===== src/rtl/regfile_sb_pkg.sv =====
// Shared constants and types for the integer-pipeline register file.
package regfile_sb_pkg;
    localparam int DW   = 16;
    localparam int NREG = 8;
    localparam int AW   = 3;
    localparam int FW   = 8;
    localparam int CW   = 2;

    typedef logic [AW-1:0] reg_sel_t;
    typedef logic [DW-1:0] word_t;
    typedef logic [FW-1:0] flags_t;
endpackage


===== src/rtl/regfile_sb_if.sv =====
// Register-interface bundle between the issue/writeback pipeline (master)
// and the register file / scoreboard (slave).
interface regfile_sb_if;
    import regfile_sb_pkg::*;

    reg_sel_t          aSel;
    reg_sel_t          bSel;
    word_t             ADAT;
    word_t             BDAT;
    reg_sel_t          cSel;
    word_t             cOut;
    logic              cWrite;
    flags_t            FLGS_IN;
    logic              FLGS_WE;
    flags_t            FLGS;
    logic              ISSUE;
    reg_sel_t          ISEL;
    logic              HAZARD;
    logic [NREG-1:0]   PEND;
    logic              ERR;

    modport master (
        output aSel, bSel, cSel, cOut, cWrite, FLGS_IN, FLGS_WE, ISSUE, ISEL,
        input  ADAT, BDAT, FLGS, HAZARD, PEND, ERR
    );

    modport slave (
        input  aSel, bSel, cSel, cOut, cWrite, FLGS_IN, FLGS_WE, ISSUE, ISEL,
        output ADAT, BDAT, FLGS, HAZARD, PEND, ERR
    );
endinterface


===== src/rtl/regfile_sb_counter.sv =====
// Saturating up/down pending-write counter for one register.
// Simultaneous inc and dec cancel; ovf flags an inc lost at saturation.
module sb_counter #(
    parameter int CW = 2
) (
    input  logic          clk,
    input  logic          rst,
    input  logic          inc,
    input  logic          dec,
    output logic [CW-1:0] count,
    output logic          ovf
);
    localparam logic [CW-1:0] MAX = '1;
    localparam logic [CW-1:0] ONE = {{(CW-1){1'b0}}, 1'b1};

    assign ovf = inc && !dec && (count == MAX);

    // Count issued-but-not-written-back results, clamped at both ends.
    always_ff @(posedge clk) begin
        if (rst) begin
            count <= '0;
        end else if (inc && !dec && count != MAX) begin
            count <= count + ONE;
        end else if (dec && !inc && count != '0) begin
            count <= count - ONE;
        end
    end
endmodule


===== src/rtl/regfile_sb.sv =====
// Register file with write-bypassed operand reads, flags register and a
// per-register pending-write scoreboard driving HAZARD / PEND / ERR.
module regfile_sb
    import regfile_sb_pkg::*;
(
    input  logic         CLK,
    input  logic         RST,
    regfile_sb_if.slave  bus
);
    word_t           regs [NREG];
    flags_t          flgs_q;
    logic            err_q;
    logic [CW-1:0]   cnt  [NREG];
    logic [NREG-1:0] ovf;
    logic [NREG-1:0] pend;

    for (genvar i = 0; i < NREG; i++) begin : g_sb
        sb_counter #(.CW(CW)) u_cnt (
            .clk   (CLK),
            .rst   (RST),
            .inc   (bus.ISSUE  && bus.ISEL == reg_sel_t'(i)),
            .dec   (bus.cWrite && bus.cSel == reg_sel_t'(i)),
            .count (cnt[i]),
            .ovf   (ovf[i])
        );
        assign pend[i] = (cnt[i] != '0);
    end

    // Writeback into the register array; every register, r0 included, is writable.
    always_ff @(posedge CLK) begin
        if (RST) begin
            for (int i = 0; i < NREG; i++) regs[i] <= '0;
        end else if (bus.cWrite) begin
            regs[bus.cSel] <= bus.cOut;
        end
    end

    // Flags register loads from the ALU on FLGS_WE, otherwise holds.
    always_ff @(posedge CLK) begin
        if (RST) begin
            flgs_q <= '0;
        end else if (bus.FLGS_WE) begin
            flgs_q <= bus.FLGS_IN;
        end
    end

    // Sticky overflow: any issue lost to a saturated counter latches ERR.
    always_ff @(posedge CLK) begin
        if (RST) begin
            err_q <= 1'b0;
        end else if (|ovf) begin
            err_q <= 1'b1;
        end
    end

    // Same-cycle writeback is forwarded so a dependent read never sees stale data.
    assign bus.ADAT   = (bus.cWrite && bus.cSel == bus.aSel) ? bus.cOut : regs[bus.aSel];
    assign bus.BDAT   = (bus.cWrite && bus.cSel == bus.bSel) ? bus.cOut : regs[bus.bSel];
    // Hazard uses registered counts only, so it clears the cycle after the last writeback.
    assign bus.HAZARD = pend[bus.aSel] | pend[bus.bSel];
    assign bus.PEND   = pend;
    assign bus.FLGS   = flgs_q;
    assign bus.ERR    = err_q;
endmodule


===== src/flat_wrapper.sv =====
// flat-port wrapper written by rule: the top's interface ports become plain ports
module regfile_sb_flat import regfile_sb_pkg::*;
  (CLK, RST, bus_aSel, bus_bSel, bus_cSel, bus_cOut, bus_cWrite, bus_FLGS_IN, bus_FLGS_WE, bus_ISSUE, bus_ISEL, bus_ADAT, bus_BDAT, bus_FLGS, bus_HAZARD, bus_PEND, bus_ERR);
  regfile_sb_if bus_i ();
  input  logic CLK;
  input  logic RST;
  input wire logic [$bits(bus_i.aSel)-1:0] bus_aSel;
  input wire logic [$bits(bus_i.bSel)-1:0] bus_bSel;
  input wire logic [$bits(bus_i.cSel)-1:0] bus_cSel;
  input wire logic [$bits(bus_i.cOut)-1:0] bus_cOut;
  input wire logic [$bits(bus_i.cWrite)-1:0] bus_cWrite;
  input wire logic [$bits(bus_i.FLGS_IN)-1:0] bus_FLGS_IN;
  input wire logic [$bits(bus_i.FLGS_WE)-1:0] bus_FLGS_WE;
  input wire logic [$bits(bus_i.ISSUE)-1:0] bus_ISSUE;
  input wire logic [$bits(bus_i.ISEL)-1:0] bus_ISEL;
  output wire logic [$bits(bus_i.ADAT)-1:0] bus_ADAT;
  output wire logic [$bits(bus_i.BDAT)-1:0] bus_BDAT;
  output wire logic [$bits(bus_i.FLGS)-1:0] bus_FLGS;
  output wire logic [$bits(bus_i.HAZARD)-1:0] bus_HAZARD;
  output wire logic [$bits(bus_i.PEND)-1:0] bus_PEND;
  output wire logic [$bits(bus_i.ERR)-1:0] bus_ERR;
  assign bus_i.aSel = bus_aSel;
  assign bus_i.bSel = bus_bSel;
  assign bus_i.cSel = bus_cSel;
  assign bus_i.cOut = bus_cOut;
  assign bus_i.cWrite = bus_cWrite;
  assign bus_i.FLGS_IN = bus_FLGS_IN;
  assign bus_i.FLGS_WE = bus_FLGS_WE;
  assign bus_i.ISSUE = bus_ISSUE;
  assign bus_i.ISEL = bus_ISEL;
  assign bus_ADAT = bus_i.ADAT;
  assign bus_BDAT = bus_i.BDAT;
  assign bus_FLGS = bus_i.FLGS;
  assign bus_HAZARD = bus_i.HAZARD;
  assign bus_PEND = bus_i.PEND;
  assign bus_ERR = bus_i.ERR;
  regfile_sb u_core (.CLK(CLK), .RST(RST), .bus(bus_i));
endmodule

===== config.mk =====
export PLATFORM = sky130hd
export DESIGN_NAME = regfile_sb_flat
export DESIGN_NICKNAME = d
export VERILOG_FILES = /design/src/rtl/regfile_sb_pkg.sv /design/src/rtl/regfile_sb_if.sv /design/src/rtl/regfile_sb_counter.sv /design/src/rtl/regfile_sb.sv /design/src/flat_wrapper.sv
export SDC_FILE = /design/constraint.sdc
export NUM_CORES = 1
export LEC_CHECK = 0
export CAP_MARGIN = 40
export CELL_PAD_IN_SITES_DETAIL_PLACEMENT = 1
export CELL_PAD_IN_SITES_GLOBAL_PLACEMENT = 2
export CORE_MARGIN = 3
export CORE_UTILIZATION = 43
export DETAILED_ROUTE_END_ITERATION = 10
export PLACE_DENSITY_LB_ADDON = 0.08
export SLEW_MARGIN = 20
export SYNTH_ARGS = -nofsm -noshare
export SYNTH_HDL_FRONTEND = slang
export SYNTH_SLANG_ARGS = --single-unit

===== constraint.sdc =====
create_clock -name CLK -period 3.62 [get_ports CLK]
set_clock_uncertainty 0.05 [all_clocks]
set_input_delay 0.543 -clock CLK [delete_from_list [all_inputs] [get_ports CLK]]
set_output_delay 0.543 -clock CLK [all_outputs]
set_load 0.05 [all_outputs]

Word-level counts from Yosys, hierarchy flattened. Memories as Yosys holds them, arrays and structs flattened. Index checks and enable logic that the tools add are counted.

$lt $le $gt $ge: 2. Bitwise gates (word level): 1. Mux-type cells: 30. Eq/ne operators: 32. Reduce and logical (&&, ||, !) cells: 94. Add/subtract/negate cells: 16.

Operator list (number): $logic_and A1 B1 Y1 (58); $mux W16 (3); $mux W2 (16); $reduce_bool A2 Y1 (16); $eq A3 B3 Y1 const B (8); $add A2 B1 Y2 const B (8); $eq A2 B2 Y1 const B (8); $logic_not A1 Y1 (16); $ne A2 B2 Y1 const B (8); $reduce_or A16 Y1 (1); $sub A2 B1 Y2 const B (8); $eq A3 B2 Y1 const B (4); $lt A3 B4 Y1 const B (2); $mux W1 (8); $reduce_or A8 Y1 (1); $bmux W1 S3 (2); $eq A3 B1 Y1 const B (2); $eq A3 B3 Y1 (2); $logic_not A3 Y1 (2); $mux W3 (1); $or A1 B1 Y1 (1).

Output and inout bits: 50. Memories: 1. Bits in writable memories: 128. Word-level logic and storage cells: 186. Bits of input ports: 41. Register bits after elaboration: 25.

Memories: u_core.regs (words 8, bits a word 16, read ports 2, clocked after Yosys merged registers in 0, wr ports 8, RTL line regfile_sb.sv:10) `word_t regs [NREG];`.

Longest topological paths before layout.
Depth in word-level cells: 7. Mapped depth: 7. Depth with buffers taken out: 4.

Hierarchy. Synthesis repeated with hierarchy kept, for this count alone.

Cells, all modules: 665. Area, all modules: 8743.4 um^2.

Modules (own cells, without submodules): regfile_sb (cells each 561, seq. area each 4023.9 um^2, area an instance 7792.5 um^2, instances 1); sb_counter (cells each 13, seq. area each 40.0 um^2, area an instance 118.9 um^2, instances 8).

Least setup slack after synthesis. Ideal clock, no wire load.

Path type: input to output. From: input port bus_aSel[0]. To: output port bus_ADAT[10]. Path buffers: 3. Stages: 6. Arrival time: 2.164 ns. Required time: 3.027 ns. Slack: 0.863 ns. Cells stage by stage: buf_4 -> buf_6 -> xnor2_1 -> nand4_2 -> buf_2 -> a21oi_1.

Longest elaborated chain between the ends: 3. Elaborated cells on any way between the ends: 4. Classes of those cells: eq/ne (1); mux (1); reduce/logical (1); memory (1).

Ends and longest elaborated chain: start, declared (RTL line flat_wrapper.sv:7) `input wire logic [$bits(bus_i.aSel)-1:0] bus_aSel;`; branches (longest 2 deep; another with $mem_v2 Z8 W16); $mux W16 * (RTL line regfile_sb.sv:57) `assign bus.ADAT = (bus.cWrite && bus.cSel == bus.aSel) ? bus.cOut : regs[bus.aSel];`; end, declared (RTL line flat_wrapper.sv:16) `output wire logic [$bits(bus_i.ADAT)-1:0] bus_ADAT;`.

Every way passes the cells marked *.

Final worst setup path.
From: input port bus_bSel[2]. To: output port bus_BDAT[15].

Longest elaborated chain between the ends: 3. Elaborated cells on any way between the ends: 4. Classes of those cells: eq/ne (1); mux (1); reduce/logical (1); memory (1).

Ends and longest elaborated chain: start, declared (RTL line flat_wrapper.sv:8) `input wire logic [$bits(bus_i.bSel)-1:0] bus_bSel;`; branches (longest 2 deep; another with $mem_v2 Z8 W16); $mux W16 * (RTL line regfile_sb.sv:58) `assign bus.BDAT = (bus.cWrite && bus.cSel == bus.bSel) ? bus.cOut : regs[bus.bSel];`; end, declared (RTL line flat_wrapper.sv:17) `output wire logic [$bits(bus_i.BDAT)-1:0] bus_BDAT;`.

Marks and branches as above.

==> out/results.tsv <==
metric	value	unit
fin crit share	84.08	%
post-route ant nets	0	
Total Die Area	22250	µm²
Cell Rows	51	
initial detailed-routing violation count	446	
Wirelength per Cell	24.06	µm
status	complete, no violations	
Final Setup Violations	0	
Worst EP required	3030	ps
slew of the pin with the lowest slew margin	726.8	ps
syn avg cell area	12.81	µm²
Post-Syn Instances	688	
clock sink total	153	
Clock Path Buffers	2	
min Tclk post-route	3044	ps
Die Ht	149.2	µm
Final Util	55.35	%
WHS	456.7	ps
most common cell after layout, fill and taps aside	and2_1	
# Post-CTS Setup Buffers	0	
clock root buffer	clkbuf_16	
RSZ-0062 raised after global routing	false	
CP max FO	32	
Tot GR Track Use	23.63	%
library cells used by synthesis	48	
Final Instance Area	10950	µm²
via-per-instance ratio	5.842	
CTS tree	yes	
Placer Congestion	0.7875	
Initial Util	44.56	%
syn_nets	729	
Area Growth Syn to Fin	24.22	%
WS Path Type	in2out	
FFs w/ async S/R, synth	0	%
number of global-route vias before repair	6743	
crit-path max cell delay	770	ps
largest net degree at the start of global routing	33	
VDD IR-drop max	0.3186	mV
Pre-antenna DRT Iters	5	
GRT overflow	0	
Clock Latency Late Sink	430	ps
setup_tns	0	ps
crit path cell chain	clkdlybuf4s50_1 -> xnor2_1 -> nand4_1 -> buf_4 -> nor2_1 -> a21oi_1 -> buf_12	
Final Hold Viols	0	
power per standard cell area	458.3	nW/µm²
boundary pin count	91	
DP HPWL	16970	µm
CP bufs+invs	3	
CP arrival	2450	ps
crit end category	output port	
prevailing post-synth register cell	edfxtp_1	
layout cells sized above 1	23.23	%
Worst-path clk slew	60	ps
H-tree levels	4	
mapped cell area	8815	µm²
EDFF count, synth	128	
DRC viols	0	
CTS resizes	0	
worst hold path type	reg2reg	
Pleak	3.985	nW
Layout Nets	820	
Seq/Total Area, Yosys	49.28	%
Startpoint Class	input port	
cts hold-fix bufs	0	
delay-heaviest family, CP	buffers and inverters	
max-slew violations	0	
ANT cells	0	
FF-to-FF setup slack	2350	ps
Final Routed Wirelength	25440	µm
yosys warns	0	
port bufs	90	
antenna violations before repair	1	
die width	149.2	µm
CTS buffer count	17	
first-pass GRT wire length	39300	µm
slowest CP cell	clkdlybuf4s50_1	
Slew HR	51.39	%
#FFs+latches synth	153	
Vias	6175	
Post-DP Area	10330	µm²
total of max-cap violations	0	
fmax	0.3285	GHz
most frequent cells in the layout	and2_1, edfxtp_1, mux4_2	
core region area	19780	µm²
==> worst paths after layout <==
path | from | to | cells after the start
max | bus_bSel[2] | bus_BDAT[15] | 7
min reg2reg | u_core.bus.FLGS[0] | u_core.bus.FLGS[0] | 2
max reg2reg | u_core.g_sb[7].u_cnt.count[0] | u_core.bus.ERR | 3
min | u_core.bus.FLGS[0] | u_core.bus.FLGS[0] | 2
==> cell families (layout without fill, tap and decap cells) <==
group | after synthesis | after routing | share of synthesized area (%)
flip-flops | 153 | 153 | 49.28
AO/OA/AOI/OAI | 85 | 85 | 5.323
multiplexers | 108 | 108 | 21.77
XOR/XNOR | 8 | 8 | 0.7949
AND/OR/NAND/NOR | 275 | 275 | 18.88
buffers and inverters | 59 | 163 | 3.946
==> cell type report <==
class	instances	area, µm²
clock buffer	23	543.0
clock inverter	9	71.32
multi-input combinational	476	4123
inverter	10	37.54
fill	1970	8832
tap	265	331.6
timing repair buffer	121	1499
sequential	153	4344
==> worst reg2reg max path, stage by stage (launching register included) <==
cell and delay, ps:
dfxtp_1 350, and4_1 190, a311oi_1 400, a31oi_1 160
==> where the power goes <==
| part | switching (W) | internal [W] |
|---|---|---|
| Clock | 0.000753 | 0.00107 |
| Combinational | 0.000609 | 0.000514 |
| Sequential | 0.0000560 | 0.00202 |
| Total | 0.00142 | 0.00360 |
==> synth_stat cells (2+ instances only) <==
library cell / count / area (µm²)
o21ai_0: 13 / 65.06
buf_6: 9 / 101.4
nor2b_2: 2 / 17.52
nand2_1: 13 / 48.80
a21oi_1: 49 / 245.2
nand2b_1: 12 / 75.07
nand4b_1: 6 / 52.55
and4_1: 5 / 43.79
inv_1: 10 / 37.54
clkbuf_1: 9 / 33.78
or2_1: 3 / 18.77
nor3_1: 9 / 45.04
buf_4: 8 / 60.06
nand4_1: 3 / 18.77
edfxtp_1: 128 / 3844
nor2b_1: 2 / 12.51
o21ai_1: 7 / 35.03
a31oi_1: 7 / 43.79
nand3_1: 3 / 15.01
nor2_1: 52 / 195.2
mux2i_1: 41 / 410.4
buf_2: 23 / 115.1
mux4_2: 67 / 1509
and2_1: 135 / 844.6
nor2_2: 7 / 43.79
nand3b_1: 6 / 45.04
xnor2_1: 8 / 70.07
and4b_1: 3 / 30.03
a21o_1: 3 / 22.52
dfxtp_1: 25 / 500.5
nand4bb_1: 3 / 33.78
==> flip-flops by register name, summed over array words and instances, names as in the netlist <==
register and cells:
u_core.bus.FLGS 8, u_core.g_sb.u_cnt.count 16, u_core.regs 128, u_core.bus.ERR 1
==> metrics by stage <==
step | cells | worst slack, ps | power (W)
3_3_place_gp | 1025 | 603.4 | 0.003206
6_report | 1057 | 576.2 | 0.005018
3_5_place_dp | 1025 | 588.1 | 0.003239
5_1_grt | 1057 | 465.1 | 0.005189
4_1_cts | 1057 | 588.0 | 0.005056
2_1_floorplan | 688 | 863.1 | 0.002729
==> routing by layer <==
layer  vias to the layer above  wire (µm)  global-route usage [%]
li1                       2763          -                       -
met4                         2        274                   5.950
met3                        22       1184                   3.737
met5                         -         13                       0
met1                      3212      10560                   30.19
met2                       176      13410                   42.18
Note: power is estimated with default switching activity, not from simulation.
